## src/rtl/bus_slave_regfile_if.sv

```systemverilog
// Timer-bus req/gnt signal bundle shared by the verification master and the register-file slave.
interface bus_slave_regfile_if #(
  parameter int P_ADDR_WIDTH = 8,
  parameter int P_DATA_WIDTH = 32
) ();
  logic                    req;
  logic [P_ADDR_WIDTH-1:0] addr;
  logic [P_DATA_WIDTH-1:0] wdata;
  logic                    write_en;
  logic                    gnt;
  logic [P_DATA_WIDTH-1:0] rdata;

  modport master (output req, addr, wdata, write_en, input gnt, rdata);
  modport slave  (input req, addr, wdata, write_en, output gnt, rdata);
endinterface

```

## src/rtl/bus_slave_regfile.sv

```systemverilog
// Timer-bus slave: word-addressed register file with programmable wait states, one-cycle
// grant per transfer, per-register write strobes and a sticky protocol/decode error flag.
module bus_slave_regfile #(
  parameter int                    P_ADDR_WIDTH = 8,
  parameter int                    P_DATA_WIDTH = 32,
  parameter int                    NUM_REGS     = 16,
  parameter int                    WAIT_STATES  = 1,
  parameter logic [P_DATA_WIDTH-1:0] ID_VALUE   = 32'h5449_4D31
) (
  input  logic                             clk,
  input  logic                             reset,
  bus_slave_regfile_if.slave               bus,
  output logic [NUM_REGS*P_DATA_WIDTH-1:0] regs_o,
  output logic [NUM_REGS-1:0]              wr_strobe_o,
  output logic                             err_o
);

  localparam int                    LP_IDX_W    = (NUM_REGS > 1) ? $clog2(NUM_REGS) : 1;
  localparam logic [P_ADDR_WIDTH:0] LP_NUM_REGS = NUM_REGS[P_ADDR_WIDTH:0];
  localparam logic [3:0]            LP_WAIT     = WAIT_STATES[3:0];

  typedef enum logic [1:0] {
    ST_IDLE    = 2'd0,
    ST_WAIT    = 2'd1,
    ST_GRANT   = 2'd2,
    ST_RECOVER = 2'd3
  } state_t;

  state_t                  state_q, state_d;
  logic [3:0]              cnt_q, cnt_d;
  logic [P_ADDR_WIDTH-1:0] addr_q, addr_d;
  logic [P_DATA_WIDTH-1:0] wdata_q, wdata_d;
  logic                    we_q, we_d;
  logic                    gnt_q, gnt_d;
  logic [P_DATA_WIDTH-1:0] rdata_q, rdata_d;
  logic [NUM_REGS-1:0]     strobe_q, strobe_d;
  logic                    err_q, err_d;
  logic [P_DATA_WIDTH-1:0] regs_q [1:NUM_REGS-1];

  logic                    in_range_s;
  logic [LP_IDX_W-1:0]     idx_s;
  logic [P_DATA_WIDTH-1:0] rd_val_s;

  // Decode the latched address and select read data (register 0 is the ID word).
  always_comb begin
    in_range_s = ({1'b0, addr_q} < LP_NUM_REGS);
    idx_s      = addr_q[LP_IDX_W-1:0];
    rd_val_s   = '0;
    for (int i = 1; i < NUM_REGS; i++) begin
      rd_val_s = rd_val_s | ((idx_s == LP_IDX_W'(i)) ? regs_q[i] : '0);
    end
    if (!in_range_s) begin
      rd_val_s = '0;
    end else if (idx_s == '0) begin
      rd_val_s = ID_VALUE;
    end else begin
      rd_val_s = rd_val_s;
    end
  end

  // Transfer FSM: next state and next values of all registered outputs.
  always_comb begin
    state_d  = state_q;
    cnt_d    = cnt_q;
    addr_d   = addr_q;
    wdata_d  = wdata_q;
    we_d     = we_q;
    err_d    = err_q;
    rdata_d  = rdata_q;
    gnt_d    = 1'b0;
    strobe_d = '0;
    case (state_q)
      ST_IDLE: begin
        if (bus.req) begin
          addr_d  = bus.addr;
          wdata_d = bus.wdata;
          we_d    = bus.write_en;
          cnt_d   = LP_WAIT;
          state_d = (LP_WAIT == 4'd0) ? ST_GRANT : ST_WAIT;
        end else begin
          state_d = ST_IDLE;
        end
      end
      ST_WAIT: begin
        // A master that drops req before grant has broken the protocol.
        if (!bus.req) begin
          err_d   = 1'b1;
          state_d = ST_IDLE;
        end else if (cnt_q <= 4'd1) begin
          cnt_d   = 4'd0;
          state_d = ST_GRANT;
        end else begin
          cnt_d   = cnt_q - 4'd1;
          state_d = ST_WAIT;
        end
      end
      ST_GRANT: begin
        gnt_d   = 1'b1;
        state_d = ST_RECOVER;
        if (!in_range_s) begin
          err_d = 1'b1;
        end else begin
          err_d = err_q;
        end
        if (we_q) begin
          if (in_range_s && (idx_s != '0)) begin
            strobe_d[idx_s] = 1'b1;
          end else begin
            strobe_d = '0;
          end
        end else begin
          rdata_d = rd_val_s;
        end
      end
      ST_RECOVER: begin
        state_d = ST_IDLE;
      end
      default: begin
        state_d = ST_IDLE;
      end
    endcase
  end

  // Control state, latched request fields and registered bus outputs.
  always_ff @(posedge clk or posedge reset) begin
    if (reset) begin
      state_q  <= ST_IDLE;
      cnt_q    <= 4'd0;
      addr_q   <= '0;
      wdata_q  <= '0;
      we_q     <= 1'b0;
      gnt_q    <= 1'b0;
      rdata_q  <= '0;
      strobe_q <= '0;
      err_q    <= 1'b0;
    end else begin
      state_q  <= state_d;
      cnt_q    <= cnt_d;
      addr_q   <= addr_d;
      wdata_q  <= wdata_d;
      we_q     <= we_d;
      gnt_q    <= gnt_d;
      rdata_q  <= rdata_d;
      strobe_q <= strobe_d;
      err_q    <= err_d;
    end
  end

  // Register file commits on the strobe, so new data shows on regs_o the cycle after gnt.
  always_ff @(posedge clk or posedge reset) begin
    if (reset) begin
      for (int i = 1; i < NUM_REGS; i++) begin
        regs_q[i] <= '0;
      end
    end else begin
      for (int i = 1; i < NUM_REGS; i++) begin
        if (strobe_q[i]) begin
          regs_q[i] <= wdata_q;
        end
      end
    end
  end

  assign regs_o[0 +: P_DATA_WIDTH] = ID_VALUE;
  for (genvar g = 1; g < NUM_REGS; g++) begin : g_regs_out
    assign regs_o[g*P_DATA_WIDTH +: P_DATA_WIDTH] = regs_q[g];
  end

  assign wr_strobe_o = strobe_q;
  assign err_o       = err_q;
  assign bus.gnt     = gnt_q;
  assign bus.rdata   = rdata_q;

endmodule

```

## src/flat_wrapper.sv

```systemverilog
// flat-port wrapper written by rule: the top's interface ports become plain ports
module bus_slave_regfile_flat 
#(
  parameter int                    P_ADDR_WIDTH = 8,
  parameter int                    P_DATA_WIDTH = 32,
  parameter int                    NUM_REGS     = 16,
  parameter int                    WAIT_STATES  = 1,
  parameter logic [P_DATA_WIDTH-1:0] ID_VALUE   = 32'h5449_4D31
)
  (clk, reset, regs_o, wr_strobe_o, err_o, bus_req, bus_addr, bus_wdata, bus_write_en, bus_gnt, bus_rdata);
  bus_slave_regfile_if #(.P_ADDR_WIDTH(P_ADDR_WIDTH), .P_DATA_WIDTH(P_DATA_WIDTH)) bus_i ();
  input  logic clk;
  input  logic reset;
  output logic [NUM_REGS*P_DATA_WIDTH-1:0] regs_o;
  output logic [NUM_REGS-1:0] wr_strobe_o;
  output logic err_o;
  input wire logic [$bits(bus_i.req)-1:0] bus_req;
  input wire logic [$bits(bus_i.addr)-1:0] bus_addr;
  input wire logic [$bits(bus_i.wdata)-1:0] bus_wdata;
  input wire logic [$bits(bus_i.write_en)-1:0] bus_write_en;
  output wire logic [$bits(bus_i.gnt)-1:0] bus_gnt;
  output wire logic [$bits(bus_i.rdata)-1:0] bus_rdata;
  assign bus_i.req = bus_req;
  assign bus_i.addr = bus_addr;
  assign bus_i.wdata = bus_wdata;
  assign bus_i.write_en = bus_write_en;
  assign bus_gnt = bus_i.gnt;
  assign bus_rdata = bus_i.rdata;
  bus_slave_regfile #(.P_ADDR_WIDTH(P_ADDR_WIDTH), .P_DATA_WIDTH(P_DATA_WIDTH), .NUM_REGS(NUM_REGS), .WAIT_STATES(WAIT_STATES), .ID_VALUE(ID_VALUE)) u_core (.clk(clk), .reset(reset), .bus(bus_i), .regs_o(regs_o), .wr_strobe_o(wr_strobe_o), .err_o(err_o));
endmodule
```

## config.mk

```make
export PLATFORM = sky130hd
export DESIGN_NAME = bus_slave_regfile_flat
export DESIGN_NICKNAME = d
export VERILOG_FILES = /design/src/rtl/bus_slave_regfile_if.sv /design/src/rtl/bus_slave_regfile.sv /design/src/flat_wrapper.sv
export SDC_FILE = /design/constraint.sdc
export NUM_CORES = 1
export LEC_CHECK = 0
export CAP_MARGIN = 10
export CORE_AREA = 2 2 238 240
export CTS_CLUSTER_DIAMETER = 150
export DETAILED_ROUTE_END_ITERATION = 12
export DIE_AREA = 0 0 240 242
export PLACE_DENSITY_LB_ADDON = 0.12
export SYNTH_ARGS = -nofsm -noshare
export SYNTH_HDL_FRONTEND = slang
export SYNTH_SLANG_ARGS = --single-unit
```

## constraint.sdc

```tcl
create_clock -name clk -period 23.8 [get_ports clk]
set_clock_uncertainty 0.2 [all_clocks]
set_input_delay 2.38 -clock clk [delete_from_list [all_inputs] [get_ports clk]]
set_output_delay 2.38 -clock clk [all_outputs]
set_load 0.005 [all_outputs]
```

Word level (Yosys, flattened, before mapping)
Cells that the tools add are included.

$add $sub $neg: 1. Magnitude comparators: 4. Equality and inequality tests: 22. Muxes and demuxes: 34. Bitwise logic cells: 15. Reductions and logical operators: 11.

Operator list (number): 32-bit two-way mux (17); 32-bit OR (14); 16-bit two-way mux (3); 4-bit == test (second input constant) (8); 4-bit by 3-bit == test with 1-bit output (second input constant) (4); 4-bit two-way mux (3); 4-bit by 2-bit == test with 1-bit output (second input constant) (2); 8-bit by 5-bit less-than comparator with 1-bit output (second input constant) (1); 2-bit inequality test (second input constant) (4); 2-bit case mux with 4 select lines (1); 4-bit case mux with 2 select lines (1); 3-bit AND reduction (2); 4-bit by 5-bit less-than comparator with 1-bit output (second input constant) (1); 1-bit two-way mux (5); 1-bit demux with 4-bit select (1); 2-bit == test (second input constant) (2); 4-bit by 1-bit == test with 1-bit output (second input constant) (1); 4-bit by 1-bit greater-or-equal comparator with 1-bit output (second input constant) (1); 4-bit by 1-bit <= comparator with 1-bit output (second input constant) (1); 4-bit logical NOT (1); 2-bit two-way mux (2); 2-bit AND reduction (2); 2-bit nonzero test (2); 4-bit nonzero test (1); other kinds (6) (7).

Register bits: 577. Bits of input ports: 44. Output and inout bits: 562. Logic and storage cells: 111.

Longest topological paths before layout
Depth after elaboration: 18. Gate-level depth with buffers: 8. Depth with buffers taken out: 6.

Worst setup path before layout
Ideal clock, no wire load.

Path type: input to register. Start: input bus_req. End: register u_core.addr_q[4]. Arrival time: 3.388 ns. Data required time: 23.475 ns. Setup slack: 20.087 ns. Cell stages on the path: 5. Cells stage by stage: nand2b_1 -> clkbuf_1 -> nor2_2 -> buf_2 -> mux2_2.

Longest elaborated chain between the ends: 1.

RTL lines: start: declaration (line flat_wrapper.sv:17) `input wire logic [$bits(bus_i.req)-1:0] bus_req;`; 2-bit AND reduction (no source line); end signal: assignment (line bus_slave_regfile.sv:139) `addr_q <= addr_d;`; end: declaration (line bus_slave_regfile.sv:31) `logic [P_ADDR_WIDTH-1:0] addr_q, addr_d;`.

No other way between the ends. A chain may end at the register's enable or synchronous reset.

==> flow_summary.toml <==
[yosys]
synth-main-ff-cell = "dfrtp_1"
synth-edff-count = 0
synthesis.area_um2 = 25900
syn_area_per_cell_um2 = 13.3
yosysWarnings = 0
synthDistinctLibCells = 69
ys_ff_latch = 577
syn_inst = 1940
ys_seq_area_frac = 0.558
synthArstFlopShare = 1.00

[detailed_routing]
drt_first_iter_violations = 1778
via_count = 19700
ant_nets = 0
drc = 0
wirelength_um = 104000
wl_per_cell_um = 32.4
viasPerCell = 6.09
dr.pass1.iters = 7

[min_path]
holdPathStages = 2
hp-class = "flip-flop to flip-flop"
min_to = "u_core.bus.rdata[17]"
hold_start = "u_core.bus.rdata[17]"

[setup_path]
critPathRequiredTime_ns = 24.22
cp-start-kind = "input port"
crit_arrival_ns = 6.51
worstPathMaxFanout = 142
rrSetupSlack_ns = 19.45
worstRegToRegCells = 6
crit_type = "input port to async pin"
cpMostUsedCell = "buf_4"
max_stage_delay_ns = 0.94
reg2reg_to = "u_core.bus.rdata[26]"
cp_slowest_cell = "buf_4"
r2r-start = "u_core.addr_q[3]"
endpoint_kind = "async pin"
cp_cell_sequence = "clkdlybuf4s50_1 -> inv_8 -> buf_4 -> buf_4 -> buf_4"

[clocking]
clk_pin_slew_worst_paths_ns = 0.06
holdBufCountCts = 0
cts_buffer_depth = 3
cts_buffers = 59
cts_sinks = 577
cts_setup_buffers = 0
cts_resized = 0
insertion_delay_ns = 0.62
cts_root_buffer = "clkbuf_16"
htreeDepth = 2
cts_tree = "built"

[timing]
finalSetupTns_ns = 0
grt_setup_unrepaired = "no"
period_needed_ns = 6.08
period_share = 0.256
finalSetupViolCount = 0
fmax_ghz = 0.164
worstMarginPinSlew_ns = 1.16
max_slew_margin = 0.223
fin_ws_ns = 17.72
hold_viol_final = 0
hold-worst-slack_ns = 0.310
timing.final.max_slew_violations = 0

[pwr]
switchingPower_mw = 1.12
ir_drop_mv = 0.0639
seqPwrFrac = 0.443
clkPwrFrac = 0.301
leakagePower_nw = 15.0
combPwrFrac = 0.256
p_per_area_nw_per_um2 = 89.9
swShare = 0.369
p_int_mw = 1.92

[layout]
final_util = 0.607
layout.nets = 2470
area_growth_pct = 30.8
drive_gt1_frac = 0.281
fin_cells = 3226

[floorplanning]
coreArea_um2 = 55700
ios = 606
die_h_um = 242
dieArea_um2 = 58100
initial_core_util = 0.464
die_x_um = 240
row_count = 87

[place]
place_inst = 3119
dp_slack_ns = 17.02
gp_congestion = 0.851
port_buffers = 573
hpwlAfterDp_um = 65500

[outcome]
status = "complete, no violations"

[grt]
grt_max_degree = 143
grt_pass1_vias = 20300
grt_pass1_wl_um = 147000
antenna_found_initial = 2
grt_overflow = 0
track_usage = 0.355

[job]
drv_cap = 0
[cells in the mapped netlist, types with 11 or more instances]
cell      number  share of area
nor2b_1       12         0.0029
nand3_1       11         0.0021
a22o_1        25         0.0085
a21oi_1       51         0.0099
nor2_1        33         0.0048
a22oi_1       30         0.0087
o22ai_1       39         0.0094
buf_1         60         0.0087
mux2_2       506           0.22
mux2i_1       99          0.038
inv_1         21         0.0030
dfrtp_1      577           0.56
buf_2         46         0.0089
a221oi_1      25         0.0085
o21ai_0       26         0.0050
a31oi_1       22         0.0053
nand3b_1      23         0.0067
a221o_1       17         0.0066
nor3_1        17         0.0033
clkbuf_1      58         0.0084
o22a_1        11         0.0037
buf_4         45          0.013
nand2_1       29         0.0042
[critical path, delay by kind of cell]
| family | cells | cell delay, ns |
|---|---|---|
| buf+inv | 5 | 3.77 |
[flip-flops by register name (all words and copies together), names as in the netlist, named ones only]
name and cells:
u_core.regs_o 480, u_core.bus.rdata 32, u_core.wdata_q 32, u_core.wr_strobe_o 16, u_core.addr_q 8, u_core.cnt_q 4, u_core.bus.gnt 1, u_core.err_o 1
u_core.state_q 1, u_core.we_q 1
[worst max path at each step]
| stage | slack [ns] | cells past startpoint | endpoint | startpoint |
|---|---|---|---|---|
| 2_1_floorplan | 5.08 | 1 | async pin | reset |
| 4_1_cts | 17.68 | 5 | u_core.bus.rdata[16] | reset |
| 3_5_place_dp | 17.02 | 5 | u_core.wdata_q[14] | reset |
| 5_1_grt | 17.16 | 5 | u_core.regs_o[494] | reset |
| 6_report | 17.72 | 5 | u_core.regs_o[240] | reset |
| 3_3_place_gp | 17.12 | 5 | u_core.regs_o[368] | reset |
[cells by family (layout without fill, tap and decap cells)]
group,count (synthesis),after routing,synth area share
AO/OA/AOI/OAI,315,315,0.0883
adder cells (fa/ha/maj),2,2,0.000967
buffers and inverters,236,733,0.0445
flip-flops,577,577,0.558
multiplexers,605,605,0.259
other,2,35,0.000290
AND/OR/NAND/NOR,203,203,0.0491
[metal layers]
layer,vias to the layer above,part of all wire,GRT usage
met5,-,0,0
li1,8063,-,-
met1,10400,0.39,0.451
met4,0,0.041,0.140
met3,216,0.094,0.0985
met2,1025,0.47,0.574
[layout by cell type, fill, tap and decap left out, types with 8 or more instances in the layout]
cell	instances
clkdlybuf4s50_1	573
dfrtp_1	558
mux2_2	506
mux2i_1	99
clkbuf_16	59
a21oi_1	51
o22ai_1	39
conb_1	33
buf_4	33
nor2_1	30
a22oi_1	30
nand2_1	29
o21ai_0	26
a221oi_1	25
a22o_1	25
nand3b_1	23
a31oi_1	22
inv_1	20
clkbuf_8	20
nor3_1	17
a221o_1	17
dfrtp_2	15
clkbuf_1	14
nand3_1	11
o22a_1	11
or3b_2	10
clkinv_2	10
and3_1	9
a2111oi_0	9
nor4_1	9
a211oi_1	9
nand4b_1	9
a32oi_1	8
or4bb_1	8
[metrics by stage]
step	instance area (um2)	power [mW]
floorplan	26000	1.68
global placement	31900	2.10
detailed placement	31900	2.12
CTS	33800	3.03
global route	33800	3.13
finish	33800	3.04
[power by group through the flow]
stage / Clock, mW / Sequential, mW / Combinational (mW)
after floorplan: 0 / 1.19 / 0.491
after global placement: 0 / 1.35 / 0.755
after detailed placement: 0 / 1.35 / 0.768
after CTS: 0.922 / 1.34 / 0.770
after global routing: 0.964 / 1.36 / 0.803
final: 0.916 / 1.35 / 0.777
[final cells by class]
class,instances,area (um2)
Clock inverter,12,88.8
Inverter,22,90.1
Multi-Input combinational cell,1158,10500
Sequential cell,577,14500
Tap cell,756,946
Antenna cell,2,5.00
Clock buffer,93,1800
Fill cell,4477,21900
Timing Repair Buffer,606,5980
Note: power is estimated with default switching activity, not from simulation.
